`config.mk`:
```
export PLATFORM = sky130hd
export DESIGN_NAME = ht_cmd_initiator_flat
export DESIGN_NICKNAME = d
export VERILOG_FILES = /design/src/rtl/ht_cmd_initiator_if.sv /design/src/rtl/ht_cmd_initiator.sv /design/src/flat_wrapper.sv
export SDC_FILE = /design/constraint.sdc
export NUM_CORES = 1
export LEC_CHECK = 0
export CAP_MARGIN = 25
export CORE_ASPECT_RATIO = 2
export CORE_MARGIN = 3
export CORE_UTILIZATION = 45
export CTS_BUF_LIST = sky130_fd_sc_hd__clkbuf_8
export DETAILED_ROUTE_END_ITERATION = 8
export HOLD_SLACK_MARGIN = 0.06
export PLACE_DENSITY = 0.75
export SETUP_SLACK_MARGIN = 0.2
export SYNTH_ARGS = -nofsm -noshare
export SYNTH_HDL_FRONTEND = slang
export SYNTH_SLANG_ARGS = --single-unit
```
`constraint.sdc`:
```
create_clock -name clk -period 3.9 [get_ports clk]
set_clock_uncertainty 0.15 [all_clocks]
set_input_delay 0.585 -clock clk [delete_from_list [all_inputs] [get_ports clk]]
set_output_delay 0.585 -clock clk [all_outputs]
set_load 0.005 [all_outputs]
```
`src/rtl/ht_cmd_initiator_if.sv`:
```
// ht_cmd_initiator_if: request/response channels plus the hash-table command bus.
interface ht_cmd_initiator_if #(
  parameter int KEY_WIDTH   = 32,
  parameter int VALUE_WIDTH = 64
);
  logic                   req_valid;
  logic                   req_ready;
  logic [1:0]             req_op;
  logic [KEY_WIDTH-1:0]   req_key;
  logic [VALUE_WIDTH-1:0] req_value;
  logic                   resp_valid;
  logic                   resp_ready;
  logic [1:0]             resp_status;
  logic [VALUE_WIDTH-1:0] resp_value;
  logic [15:0]            resp_cycles;
  logic [KEY_WIDTH-1:0]   ht_key;
  logic [VALUE_WIDTH-1:0] ht_value_in;
  logic                   ht_insert;
  logic                   ht_lookup;
  logic                   ht_erase;
  logic [VALUE_WIDTH-1:0] ht_value_out;
  logic                   ht_success;
  logic [1:0]             ht_state;
  modport master (
    input  req_valid, req_op, req_key, req_value, resp_ready, ht_value_out, ht_success, ht_state,
    output req_ready, resp_valid, resp_status, resp_value, resp_cycles,
           ht_key, ht_value_in, ht_insert, ht_lookup, ht_erase
  );
  modport slave (
    output req_valid, req_op, req_key, req_value, resp_ready, ht_value_out, ht_success, ht_state,
    input  req_ready, resp_valid, resp_status, resp_value, resp_cycles,
           ht_key, ht_value_in, ht_insert, ht_lookup, ht_erase
  );
endinterface

```
`src/rtl/ht_cmd_initiator.sv`:
```
// ht_cmd_initiator: sequences order-map requests into hash-table commands and returns status/value responses.
module ht_cmd_initiator #(
  parameter int KEY_WIDTH      = 32,
  parameter int VALUE_WIDTH    = 64,
  parameter int TIMEOUT_CYCLES = 1024
) (
  input  logic                 clk,
  input  logic                 rst_n,
  ht_cmd_initiator_if.master   bus,
  output logic [31:0]          op_count,
  output logic                 timeout_seen
);
  localparam int TW = $clog2(TIMEOUT_CYCLES + 1);
  localparam logic [1:0] S_IDLE = 2'd0, S_ARM = 2'd1, S_WAIT = 2'd2, S_RESP = 2'd3;
  localparam logic [1:0] OP_INS = 2'd0, OP_LK = 2'd1, OP_ER = 2'd2, OP_UPD = 2'd3;
  localparam logic [1:0] ST_OK = 2'd0, ST_MISS = 2'd1, ST_FULL = 2'd2, ST_TO = 2'd3;
  logic [1:0]             state, op, st_done;
  logic                   upd_ins, done;
  logic [VALUE_WIDTH-1:0] old_val, val_done;
  logic [15:0]            cnt, cur;
  logic [TW-1:0]          tmr, tmr_nxt;
  // upd_ins marks the insert phase of an UPDATE; results then come from the insert outcome
  always_comb begin
    done     = bus.ht_state == 2'd2;
    cur      = &cnt ? cnt : cnt + 16'd1;
    tmr_nxt  = tmr + TW'(1);
    st_done  = (op == OP_INS || upd_ins) ? (bus.ht_success ? ST_OK : ST_FULL)
                                         : (bus.ht_success ? ST_OK : ST_MISS);
    val_done = upd_ins ? old_val
             : op == OP_INS ? (bus.ht_success ? bus.ht_value_in : '0)
             : (bus.ht_success ? bus.ht_value_out : '0);
  end
  always_ff @(posedge clk or negedge rst_n)
    if (!rst_n) begin
      state            <= S_IDLE;
      op               <= OP_INS;
      upd_ins          <= 1'b0;
      old_val          <= '0;
      cnt              <= '0;
      tmr              <= '0;
      bus.req_ready    <= 1'b1;
      bus.resp_valid   <= 1'b0;
      bus.resp_status  <= ST_OK;
      bus.resp_value   <= '0;
      bus.resp_cycles  <= '0;
      bus.ht_key       <= '0;
      bus.ht_value_in  <= '0;
      bus.ht_insert    <= 1'b0;
      bus.ht_lookup    <= 1'b0;
      bus.ht_erase     <= 1'b0;
      op_count         <= '0;
      timeout_seen     <= 1'b0;
    end else
      case (state)
        S_IDLE: if (bus.req_valid) begin
          bus.req_ready   <= 1'b0;
          op              <= bus.req_op;
          bus.ht_key      <= bus.req_key;
          bus.ht_value_in <= bus.req_value;
          upd_ins         <= 1'b0;
          state           <= S_ARM;
        end
        S_ARM: if (bus.ht_state == 2'd0) begin
          bus.ht_insert <= op == OP_INS;
          bus.ht_lookup <= op == OP_LK;
          bus.ht_erase  <= op == OP_ER || op == OP_UPD;
          cnt           <= '0;
          tmr           <= '0;
          state         <= S_WAIT;
        end
        S_WAIT: if (done) begin
          bus.ht_insert <= 1'b0;
          bus.ht_lookup <= 1'b0;
          bus.ht_erase  <= 1'b0;
          cnt           <= cur;
          tmr           <= '0;
          if (op == OP_UPD && !upd_ins && bus.ht_success) begin
            upd_ins       <= 1'b1;
            old_val       <= bus.ht_value_out;
            bus.ht_insert <= 1'b1;
          end else begin
            bus.resp_status <= st_done;
            bus.resp_value  <= val_done;
            bus.resp_cycles <= cur;
            state           <= S_RESP;
          end
        end else if (tmr_nxt == TW'(TIMEOUT_CYCLES)) begin
          bus.ht_insert   <= 1'b0;
          bus.ht_lookup   <= 1'b0;
          bus.ht_erase    <= 1'b0;
          bus.resp_status <= ST_TO;
          bus.resp_value  <= '0;
          bus.resp_cycles <= cur;
          timeout_seen    <= 1'b1;
          state           <= S_RESP;
        end else begin
          cnt <= cur;
          tmr <= tmr_nxt;
        end
        S_RESP: if (!bus.resp_valid) bus.resp_valid <= 1'b1;
          else if (bus.resp_ready) begin
            bus.resp_valid <= 1'b0;
            op_count       <= op_count + 32'd1;
            bus.req_ready  <= 1'b1;
            state          <= S_IDLE;
          end
        default: state <= S_IDLE;
      endcase
endmodule

```
`src/flat_wrapper.sv`:
```
// flat-port wrapper written by rule: the top's interface ports become plain ports
module ht_cmd_initiator_flat 
#(
  parameter int KEY_WIDTH      = 32,
  parameter int VALUE_WIDTH    = 64,
  parameter int TIMEOUT_CYCLES = 1024
)
  (clk, rst_n, op_count, timeout_seen, bus_req_valid, bus_req_op, bus_req_key, bus_req_value, bus_resp_ready, bus_ht_value_out, bus_ht_success, bus_ht_state, bus_req_ready, bus_resp_valid, bus_resp_status, bus_resp_value, bus_resp_cycles, bus_ht_key, bus_ht_value_in, bus_ht_insert, bus_ht_lookup, bus_ht_erase);
  ht_cmd_initiator_if #(.KEY_WIDTH(KEY_WIDTH), .VALUE_WIDTH(VALUE_WIDTH)) bus_i ();
  input  logic clk;
  input  logic rst_n;
  output logic [31:0] op_count;
  output logic timeout_seen;
  input wire logic [$bits(bus_i.req_valid)-1:0] bus_req_valid;
  input wire logic [$bits(bus_i.req_op)-1:0] bus_req_op;
  input wire logic [$bits(bus_i.req_key)-1:0] bus_req_key;
  input wire logic [$bits(bus_i.req_value)-1:0] bus_req_value;
  input wire logic [$bits(bus_i.resp_ready)-1:0] bus_resp_ready;
  input wire logic [$bits(bus_i.ht_value_out)-1:0] bus_ht_value_out;
  input wire logic [$bits(bus_i.ht_success)-1:0] bus_ht_success;
  input wire logic [$bits(bus_i.ht_state)-1:0] bus_ht_state;
  output wire logic [$bits(bus_i.req_ready)-1:0] bus_req_ready;
  output wire logic [$bits(bus_i.resp_valid)-1:0] bus_resp_valid;
  output wire logic [$bits(bus_i.resp_status)-1:0] bus_resp_status;
  output wire logic [$bits(bus_i.resp_value)-1:0] bus_resp_value;
  output wire logic [$bits(bus_i.resp_cycles)-1:0] bus_resp_cycles;
  output wire logic [$bits(bus_i.ht_key)-1:0] bus_ht_key;
  output wire logic [$bits(bus_i.ht_value_in)-1:0] bus_ht_value_in;
  output wire logic [$bits(bus_i.ht_insert)-1:0] bus_ht_insert;
  output wire logic [$bits(bus_i.ht_lookup)-1:0] bus_ht_lookup;
  output wire logic [$bits(bus_i.ht_erase)-1:0] bus_ht_erase;
  assign bus_i.req_valid = bus_req_valid;
  assign bus_i.req_op = bus_req_op;
  assign bus_i.req_key = bus_req_key;
  assign bus_i.req_value = bus_req_value;
  assign bus_i.resp_ready = bus_resp_ready;
  assign bus_i.ht_value_out = bus_ht_value_out;
  assign bus_i.ht_success = bus_ht_success;
  assign bus_i.ht_state = bus_ht_state;
  assign bus_req_ready = bus_i.req_ready;
  assign bus_resp_valid = bus_i.resp_valid;
  assign bus_resp_status = bus_i.resp_status;
  assign bus_resp_value = bus_i.resp_value;
  assign bus_resp_cycles = bus_i.resp_cycles;
  assign bus_ht_key = bus_i.ht_key;
  assign bus_ht_value_in = bus_i.ht_value_in;
  assign bus_ht_insert = bus_i.ht_insert;
  assign bus_ht_lookup = bus_i.ht_lookup;
  assign bus_ht_erase = bus_i.ht_erase;
  ht_cmd_initiator #(.KEY_WIDTH(KEY_WIDTH), .VALUE_WIDTH(VALUE_WIDTH), .TIMEOUT_CYCLES(TIMEOUT_CYCLES)) u_core (.clk(clk), .rst_n(rst_n), .bus(bus_i), .op_count(op_count), .timeout_seen(timeout_seen));
endmodule
```
# Word-level counts from Yosys, hierarchy flattened
# Index checks and enable logic that the tools add are counted.
[classes] reduce_logical=23 bitwise=1 add_sub_neg=3 n_eq_ne=18 mux=51
[ops] cell="64-bit 2-to-1 mux" count=7
[ops] cell="16-bit 2-to-1 mux" count=7
[ops] cell="11-bit 2-to-1 mux" count=3
[ops] cell="32-bit by 1-bit adder with 32-bit output, second input constant" count=1
[ops] cell="16-bit case mux with 2 select lines" count=1
[ops] cell="2-bit 2-to-1 mux" count=11
[ops] cell="11-bit case mux with 2 select lines" count=1
[ops] cell="3-bit AND reduction" count=6
[ops] cell="16-bit by 1-bit adder with 16-bit output, second input constant" count=1
[ops] cell="16-bit AND reduction" count=1
[ops] cell="1-bit 2-to-1 mux" count=15
[ops] cell="11-bit by 1-bit adder with 11-bit output, second input constant" count=1
[ops] cell="11-bit equality test, second input constant" count=1
[ops] cell="2-bit equality test, second input constant" count=5
[ops] cell="1-bit case mux with 2 select lines" count=5
[ops] cell="2-bit by 1-bit != test with 1-bit output, second input constant" count=4
[ops] cell="2-bit case mux with 4 select lines" count=1
[ops] cell="4-bit AND reduction" count=2
[ops] cell="2-bit nonzero test" count=4
[ops] cell="2-bit zero test" count=3
[ops] cell="2-bit != test, second input constant" count=3
[ops] cell="6-bit AND reduction" count=1
[ops] cell="2-bit by 1-bit equality test with 1-bit output, second input constant" count=2
[ops] cell="3-bit by 1-bit != test with 1-bit output, second input constant" count=1
[ops] cell="other kinds (7)" count=9
[totals] register_bits=312 inputBits=169

# Logic depth before layout (Yosys ltp)
# Gate-level depths: netlist of run 1.
[logic_depth] depth_word=6 ltp_mapped=11 depth_no_buf=8

# Least setup slack after synthesis of run 1
# Ideal clock, no wire load.
[synth_timing] kind="reg-to-reg" start="register u_core.tmr[0]" end="register u_core.bus.resp_cycles[10]" t_arrival_ns=2.532 setup_ns=0.125 required_time_ns=3.625 path_stages_with_launch=11 path_slack_ns=1.093 cell_sequence="dfrtp_1 ha_1 or4b_1 a211oi_2 a21oi_1 a211o_1 buf_6 a21o_1 buf_6 buf_6 mux2_4"
[synth_via] elab_chain_len=4
[synth_rtl] element="start, declared" line_no="ht_cmd_initiator.sv:21" rtl="logic [TW-1:0] tmr, tmr_nxt;"
[synth_rtl] element="start signal, assigned" line_no="ht_cmd_initiator.sv:98" rtl="tmr <= tmr_nxt;"
[synth_rtl] element="11-bit by 1-bit adder with 11-bit output" line_no="ht_cmd_initiator.sv:26" rtl="tmr_nxt = tmr + TW'(1);"
[synth_rtl] element="11-bit equality test" line_no="ht_cmd_initiator.sv:87" rtl="end else if (tmr_nxt == TW'(TIMEOUT_CYCLES)) begin"
[synth_rtl] element="2-bit nonzero test (no line)"
[synth_rtl] element="3-bit AND reduction (no line)"
[synth_rtl] element="end signal, assigned" line_no="ht_cmd_initiator.sv:84" rtl="bus.resp_cycles <= cur;"
[synth_rtl] element="end signal, assigned" line_no="ht_cmd_initiator.sv:93" rtl="bus.resp_cycles <= cur;"
[synth_rtl] element="end, declared" line_no="ht_cmd_initiator_if.sv:26" rtl="output req_ready, resp_valid, resp_status, resp_value, resp_cycles,"
# No other way between the ends.
# A chain may end at the register's enable or synchronous reset.

# Final worst setup path of run 1
[layout_timing] start="register u_core.tmr[0]" end="register u_core.bus.resp_cycles[6]"
# The elaborated chain is that of the path after synthesis.

==> flow_summary.toml, run 1 <==
[outcome]
status = "finished, final reports clean"

[routing]
via_count = 11520
ant_nets = 0
drt-pass1-iter-count = 6
wl_per_cell_um = 20.36
wl_um = 42500
vias_per_cell = 5.521
drt_iter0_markers = 566
drcViolationCount = 0

[die]
start_util_pct = 45.71
die_area_um2 = 33630
die_w_um = 131.2
ios = 385
rows = 91
core_area_um2 = 30860
fp.dieH_um = 256.4

[clock_tree]
numClockSinks = 312
postCtsResizedCells = 0
tritoncts = "yes"
clk_latency_ns = 0.55
cts_buffer_depth = 3
h-tree-depth = 2
numCtsBuffers = 46
cts_root_buffer = "clkbuf_8"
path_clk_slew_ns = 0.07
postCtsSetupRepairBufs = 0

[placement]
gp_congestion = 0.8480
port_buffers = 384
place_ws_ns = 0.5298
hpwlAfterDp_um = 29950

[timing]
worst_pin_slew_ns = 1.000
rsz0062_at_grt = "false"
hold_viol = 0
period_share_pct = 87.89
setup_violations = 0
layout_min_cycle_time_ns = 3.428
fmax_mhz = 291.7
slew_headroom_pct = 33.33
fin_ws_ns = 0.4722
drv_slew = 0
tns_ns = 0

[worst_setup_path]
crit_required_ns = 4.17
critPathKind = "reg2reg"
endpoint = "u_core.bus.resp_cycles[6]"
critPathCaptureType = "flop"
cp_max_fo = 41
r2r_slack_ns = 0.47
cp_data_arrival_time_ns = 3.70
critPathLaunch = "u_core.tmr[0]"
reg2reg_from = "u_core.tmr[0]"
cp_slowest_cell = "a211o_1"
cp_cell_sequence = "ha_1, and4_1, nand2_1, mux2i_1, a211o_1, a21o_4, mux2_2"
slowest_delay_ns = 0.63
critPathLaunchType = "flop"
r2r-end = "u_core.bus.resp_cycles[6]"
r2r_cells = 7

[global_routing]
grt.overflow.total = 0
grt_usage_pct = 24.78
grt_max_degree = 109
antenna_found_initial = 8
first_global_vias = 12050
grt_pass1_wl_um = 67470

[hold_path]
hold_class = "reg2reg"

[synth]
yosysWarnings = 0
netlist-cell-type-count = 57
synth_top_area_share_pct = 55.18
syn-num-nets = 1424
synth_top_area_cell = "dfrtp_1"
yosys-top-cells-count = "dfrtp_1 (311), nand2_1 (185), mux2_2 (175)"
postSynthAreaPerCell_um2 = 11.31
yosysMostFrequentCell = "dfrtp_1"
syn-instance-count = 1247
ys_ff_latch = 312
synth.area.top_cells = "dfrtp_1 (55%), mux2_2 (14%), nand2_1 (4.9%), a21oi_1 (4.8%), o2bb2ai_1 (4.0%)"
synth-seq-area-share_pct = 55.37
synth_top_flop_cell = "dfrtp_1"
async_reset_ff_share_pct = 100.0
syn_area_um2 = 14100
synth_edf_count = 0

[power]
power_leakage_nw = 8.399
total_power_mw = 13.49
power.density_nw_per_um2 = 696.0
peakVddDrop_v = 0.0007971

[layout]
fin_nets = 1804
area_growth_pct = 37.45
layout-drive-gt1-share_pct = 17.46

[job]
maxCapViolations = 0
==> power breakdown <==
part           internal [mW]  leakage, nW  switching, mW
Clock                   1.51        0.554           1.25
Combinational           3.12         3.82           2.29
Sequential              4.42         4.03          0.902
Total                   9.05         8.40           4.44
==> routing by layer <==
layer  up-vias  global-route usage (%)  wire length, µm
li1       5230                       -                -
met1      5718                   27.57            15200
met2       450                   44.73            22670
met3       125                   4.221             2200
met4         0                   13.70             2427
met5         -                       0                0
==> worst max-delay path, delay by kind of cell (launching register included) <==
family | cells | cell delay (ns)
fa+ha+maj | 1 | 0.32
compound gates | 2 | 1.26
simple gates | 2 | 0.40
mux | 2 | 0.72
flops | 1 | 0.44
==> metrics by stage <==
step / hold slack, ns / instance area [µm²] / cells / util (%)
floorplan: 0.1394 / 14100 / 1247 / -
global placement: 0.3137 / 18370 / 1995 / 59.52
detailed placement: 0.3193 / 18390 / 1996 / 59.58
CTS: 0.3303 / 19360 / 2079 / 62.76
global route: 0.3436 / 19380 / 2087 / 62.82
finish: 0.3280 / 19380 / 2087 / 62.82
==> cell usage in the layout, fill, tap and decap left out, types with 3 or more instances in the layout <==
| cell | Yosys | routed |
|---|---|---|
| mux2_4 | 6 | 6 |
| o311ai_0 | 3 | 3 |
| o221ai_1 | 3 | 3 |
| xnor2_1 | 29 | 29 |
| mux2i_1 | 7 | 7 |
| and4_1 | 4 | 4 |
| inv_1 | 23 | 40 |
| a21oi_1 | 136 | 136 |
| nor2b_1 | 4 | 4 |
| clkdlybuf4s50_1 | 0 | 383 |
| dfrtp_1 | 311 | 310 |
| nor3_1 | 15 | 15 |
| clkbuf_8 | 0 | 60 |
| a2bb2oi_1 | 3 | 3 |
| nand2_1 | 185 | 184 |
| and3_1 | 16 | 16 |
| xor2_1 | 12 | 12 |
| nor4_1 | 6 | 6 |
| buf_4 | 1 | 23 |
| a32oi_1 | 5 | 5 |
| o2bb2ai_1 | 64 | 64 |
| o211ai_1 | 17 | 17 |
| buf_12 | 0 | 4 |
| nand4_1 | 13 | 13 |
| diode_2 | 0 | 8 |
| mux2_2 | 175 | 175 |
| and2_1 | 6 | 6 |
| ha_1 | 8 | 8 |
| o21ai_0 | 14 | 14 |
| nand3_1 | 20 | 19 |
| or4_1 | 3 | 3 |
| nor2_1 | 38 | 36 |
==> cell families (layout without fill, tap and decap cells) <==
family	Yosys count	after routing	synth area share, %
adders and majority gates	8	8	0.7098
and+or+nand+nor	324	324	10.31
buffers and inverters	103	517	3.318
AOI/OAI and AO/OA	271	271	12.64
DFF	312	312	55.37
muxes	188	188	15.11
other	0	8	0
xor gates and xnor gates	41	41	2.546
==> worst min-delay path by stage <==
stage                     slack (ns)  cells after the start                  end                start
after floorplan                 0.14                      0  u_core.bus.ht_erase                rst_n
after global placement          0.31                      1  u_core.op_count[31]  u_core.op_count[31]
after detailed placement        0.32                      1  u_core.op_count[31]  u_core.op_count[31]
after CTS                       0.33                      1  u_core.op_count[31]  u_core.op_count[31]
after global routing            0.34                      1  u_core.op_count[31]  u_core.op_count[31]
final                           0.33                      1  u_core.op_count[31]  u_core.op_count[31]
==> repair_timing <==
item | in CTS | in global routing
endpoints found under the hold margin | 102 | 0
hold buffers | 1 | 0
endpoints found under the setup margin | 0 | 0
==> sequential cells by signal, summed over array words and instances, names as in the netlist, 2 cells and up <==
signal	count
u_core.bus.resp_status	2
u_core.bus.ht_value_in	64
u_core.tmr	11
u_core.state	2
u_core.bus.resp_value	64
u_core.bus.ht_key	32
u_core.op_count	32
u_core.old_val	64
u_core.op	2
u_core.cnt	16
u_core.bus.resp_cycles	16
==> cell type report <==
class / count / area, µm²
Inverter: 23 / 86.33
Fill cell: 2488 / 11470
Multi-Input combinational cell: 832 / 5864
Clock buffer: 60 / 825.8
Tap cell: 418 / 523.0
Antenna cell: 8 / 20.02
Sequential cell: 312 / 7810
Timing Repair Buffer: 412 / 4111
Clock inverter: 22 / 143.9
Note: power is estimated with default switching activity, not from simulation.
==> run 2: changes to the inputs <==
ABC_AREA = 1   (was not set)
==> flow_summary.toml, run 2 <==
[outcome]
status = "finished, final reports clean"

[placement]
place_area_um2 = 19190
hpwlAfterDp_um = 33740
gp_congestion = 0.9011
place_ws_ns = 0.8869
port_buffers = 384

[timing]
period_share_pct = 79.12
layout_min_cycle_time_ns = 3.086
hold_viol = 0
fmax_mhz = 324.1
rsz0062_at_grt = "false"
setup_violations = 0
holdWs_ns = 0.3114
fin_ws_ns = 0.8144
worst_pin_slew_ns = 1.006
tns_ns = 0
drv_slew = 0
slew_headroom_pct = 32.80

[layout]
area_growth_pct = 35.47
layout-drive-gt1-share_pct = 6.929
layout_commonest_cell = "nand2_1"
top_regs = "u_core.bus.ht_value_in x64, u_core.bus.resp_value x64, u_core.old_val x64"
fin_nets = 2378
layout_common_cells = "nand2_1 (546), clkdlybuf4s50_1 (383), dfrtp_1 (311)"
stdcell_area_um2 = 20210

[power]
power.density_nw_per_um2 = 616.7
swShare_pct = 34.77
p_comb_share_pct = 37.6
clockPowerShare_pct = 22.8
power_leakage_nw = 9.662
switchingPower_mw = 4.334
total_power_mw = 12.46
peakVddDrop_v = 0.0004912
pwr-share-seq_pct = 39.6
internal_power_mw = 8.131

[global_routing]
grt_max_degree = 112
grt_pass1_wl_um = 75860
grt_usage_pct = 26.76
grt.overflow.total = 0
first_global_vias = 14040
antenna_found_initial = 7

[synth]
syn-instance-count = 1852
synth_top_area_cell = "dfrtp_1"
ys_ff_latch = 312
syn-num-nets = 2029
yosysMostFrequentCell = "nand2_1"
async_reset_ff_share_pct = 100.0
netlist-cell-type-count = 34
yosys-top-cells-count = "nand2_1 (547), dfrtp_1 (311), a21oi_1 (206)"
yosysWarnings = 0
synth_top_area_share_pct = 52.16
synth.area.top_cells = "dfrtp_1 (52%), nand2_1 (14%), a21oi_1 (6.9%), o21ai_0 (4.8%), nand3_1 (4.2%)"
synth_top_flop_cell = "dfrtp_1"
synth_edf_count = 0
postSynthAreaPerCell_um2 = 8.056
synth-seq-area-share_pct = 52.34
syn_area_um2 = 14920

[worst_setup_path]
cp_data_arrival_time_ns = 3.44
crit_top_cell = "nand2_1"
cp_max_fo = 50
cp_cell_sequence = "ha_1, nand3_2, nor2_2, nand2_1, nand2_1, nand2_1, nor2_2, nand3_2, nand2_4, buf_4, nand3_1, nand2_1"
crit_required_ns = 4.26
critPathLaunchType = "flop"
slowest_delay_ns = 0.56
critPathKind = "reg2reg"
critPathCaptureType = "flop"
cp_slowest_cell = "buf_4"

[routing]
via_count = 13940
drt_iter0_markers = 735
wl_um = 48110
ant_nets = 0
wl_per_cell_um = 18.01
vias_per_cell = 5.219
drcViolationCount = 0
drt-pass1-iter-count = 5

[clock_tree]
h-tree-depth = 2
cts_root_buffer = "clkbuf_8"
clk_latency_ns = 0.57
cts_buffer_depth = 3
path_clk_slew_ns = 0.06
numClockSinks = 312
tritoncts = "yes"
numCtsBuffers = 46
postCtsSetupRepairBufs = 0

[hold_path]
hold_class = "reg2reg"

[die]
rows = 93
die_w_um = 134.8
ios = 385
start_util_pct = 45.96
die_area_um2 = 35510
fp.dieH_um = 263.5
core_area_um2 = 32460

[job]
maxCapViolations = 0
[run 2: changes by cell type in the layout (fill, tap and decap cells not counted), sizes merged, moves of 68 or more]
cell	delta
inv	+101
a21oi	+68
nand3	+108
nor2	+103
o21ai	+129
mux2	-149
nand2	+365
[run 2: layout make-up]
class                   count  area (µm²)
diodes                      7       17.52
clock buffers              62       853.3
clock inverters            22       143.9
fillers                  2839       12250
inverters                 129       485.5
multi-input cells        1303        6230
flip-flops and latches    312        7809
well taps                 427       534.3
repair buffers            409        4139
[run 2: worst paths after layout]
kind / startpoint / endpoint / slack [ns] / depth (start not counted)
worst min-delay path: u_core.timeout_seen / u_core.timeout_seen / 0.31 / 2
worst max register to register: u_core.tmr[0] / u_core.bus.resp_cycles[5] / 0.81 / 12
worst min register to register: u_core.timeout_seen / u_core.timeout_seen / 0.31 / 2
min in group asynchronous: rst_n / u_core.old_val[53] / 0.53 / 2
max in group asynchronous: rst_n / u_core.bus.resp_value[7] / 2.14 / 3
worst max-delay path: u_core.tmr[0] / u_core.bus.resp_cycles[5] / 0.81 / 12
[run 2: through the flow]
step                      cells  utilization [%]
after CTS                  2664            62.20
final                      2671            62.26
after detailed placement   2579            59.10
after global routing       2669            62.24
after floorplan            1852                -
after global placement     2579            59.10
[run 2: cells by family (layout without fill, tap and decap cells)]
family / Yosys count / in the layout / share of synthesized area (%)
flip-flops: 312 / 312 / 52.34
AO/OA/AOI/OAI: 358 / 358 / 12.14
buffers and inverters: 237 / 622 / 6.147
other: 0 / 7 / 0
adder cells (fa/ha/maj): 8 / 8 / 0.6709
multiplexers: 32 / 32 / 2.415
AND/OR/NAND/NOR: 869 / 869 / 24.18
XOR/XNOR: 36 / 36 / 2.113
[run 2: repair_timing]
item	4_1_cts	5_1_grt
hold endpoints to repair	103	0
gates resized for setup	0	0
hold buffers	1	0
[run 2: per-layer routing]
metal | GRT usage, % | up-vias | wire length (µm)
li1 | - | 6691 | -
met1 | 29.54 | 6649 | 17270
met2 | 48.96 | 505 | 25940
met3 | 5.927 | 92 | 3064
met4 | 10.74 | 2 | 1836
met5 | 0 | - | 7
[run 2: power by group through the flow]
stage	clock [mW]	combinational (mW)	sequential (mW)
after detailed placement	0	4.70	4.97
after CTS	2.91	4.72	4.93
after floorplan	0	2.01	4.92
after global routing	3.04	5.14	5.05
final	2.84	4.69	4.94
after global placement	0	4.62	4.92
[run 2: critical path: cells and delay by family, from the launching register on]
family,cells,cell delay [ns]
fa+ha+maj,1,0.28
flops,1,0.46
buf+inv,1,0.56
simple gates,10,1.51
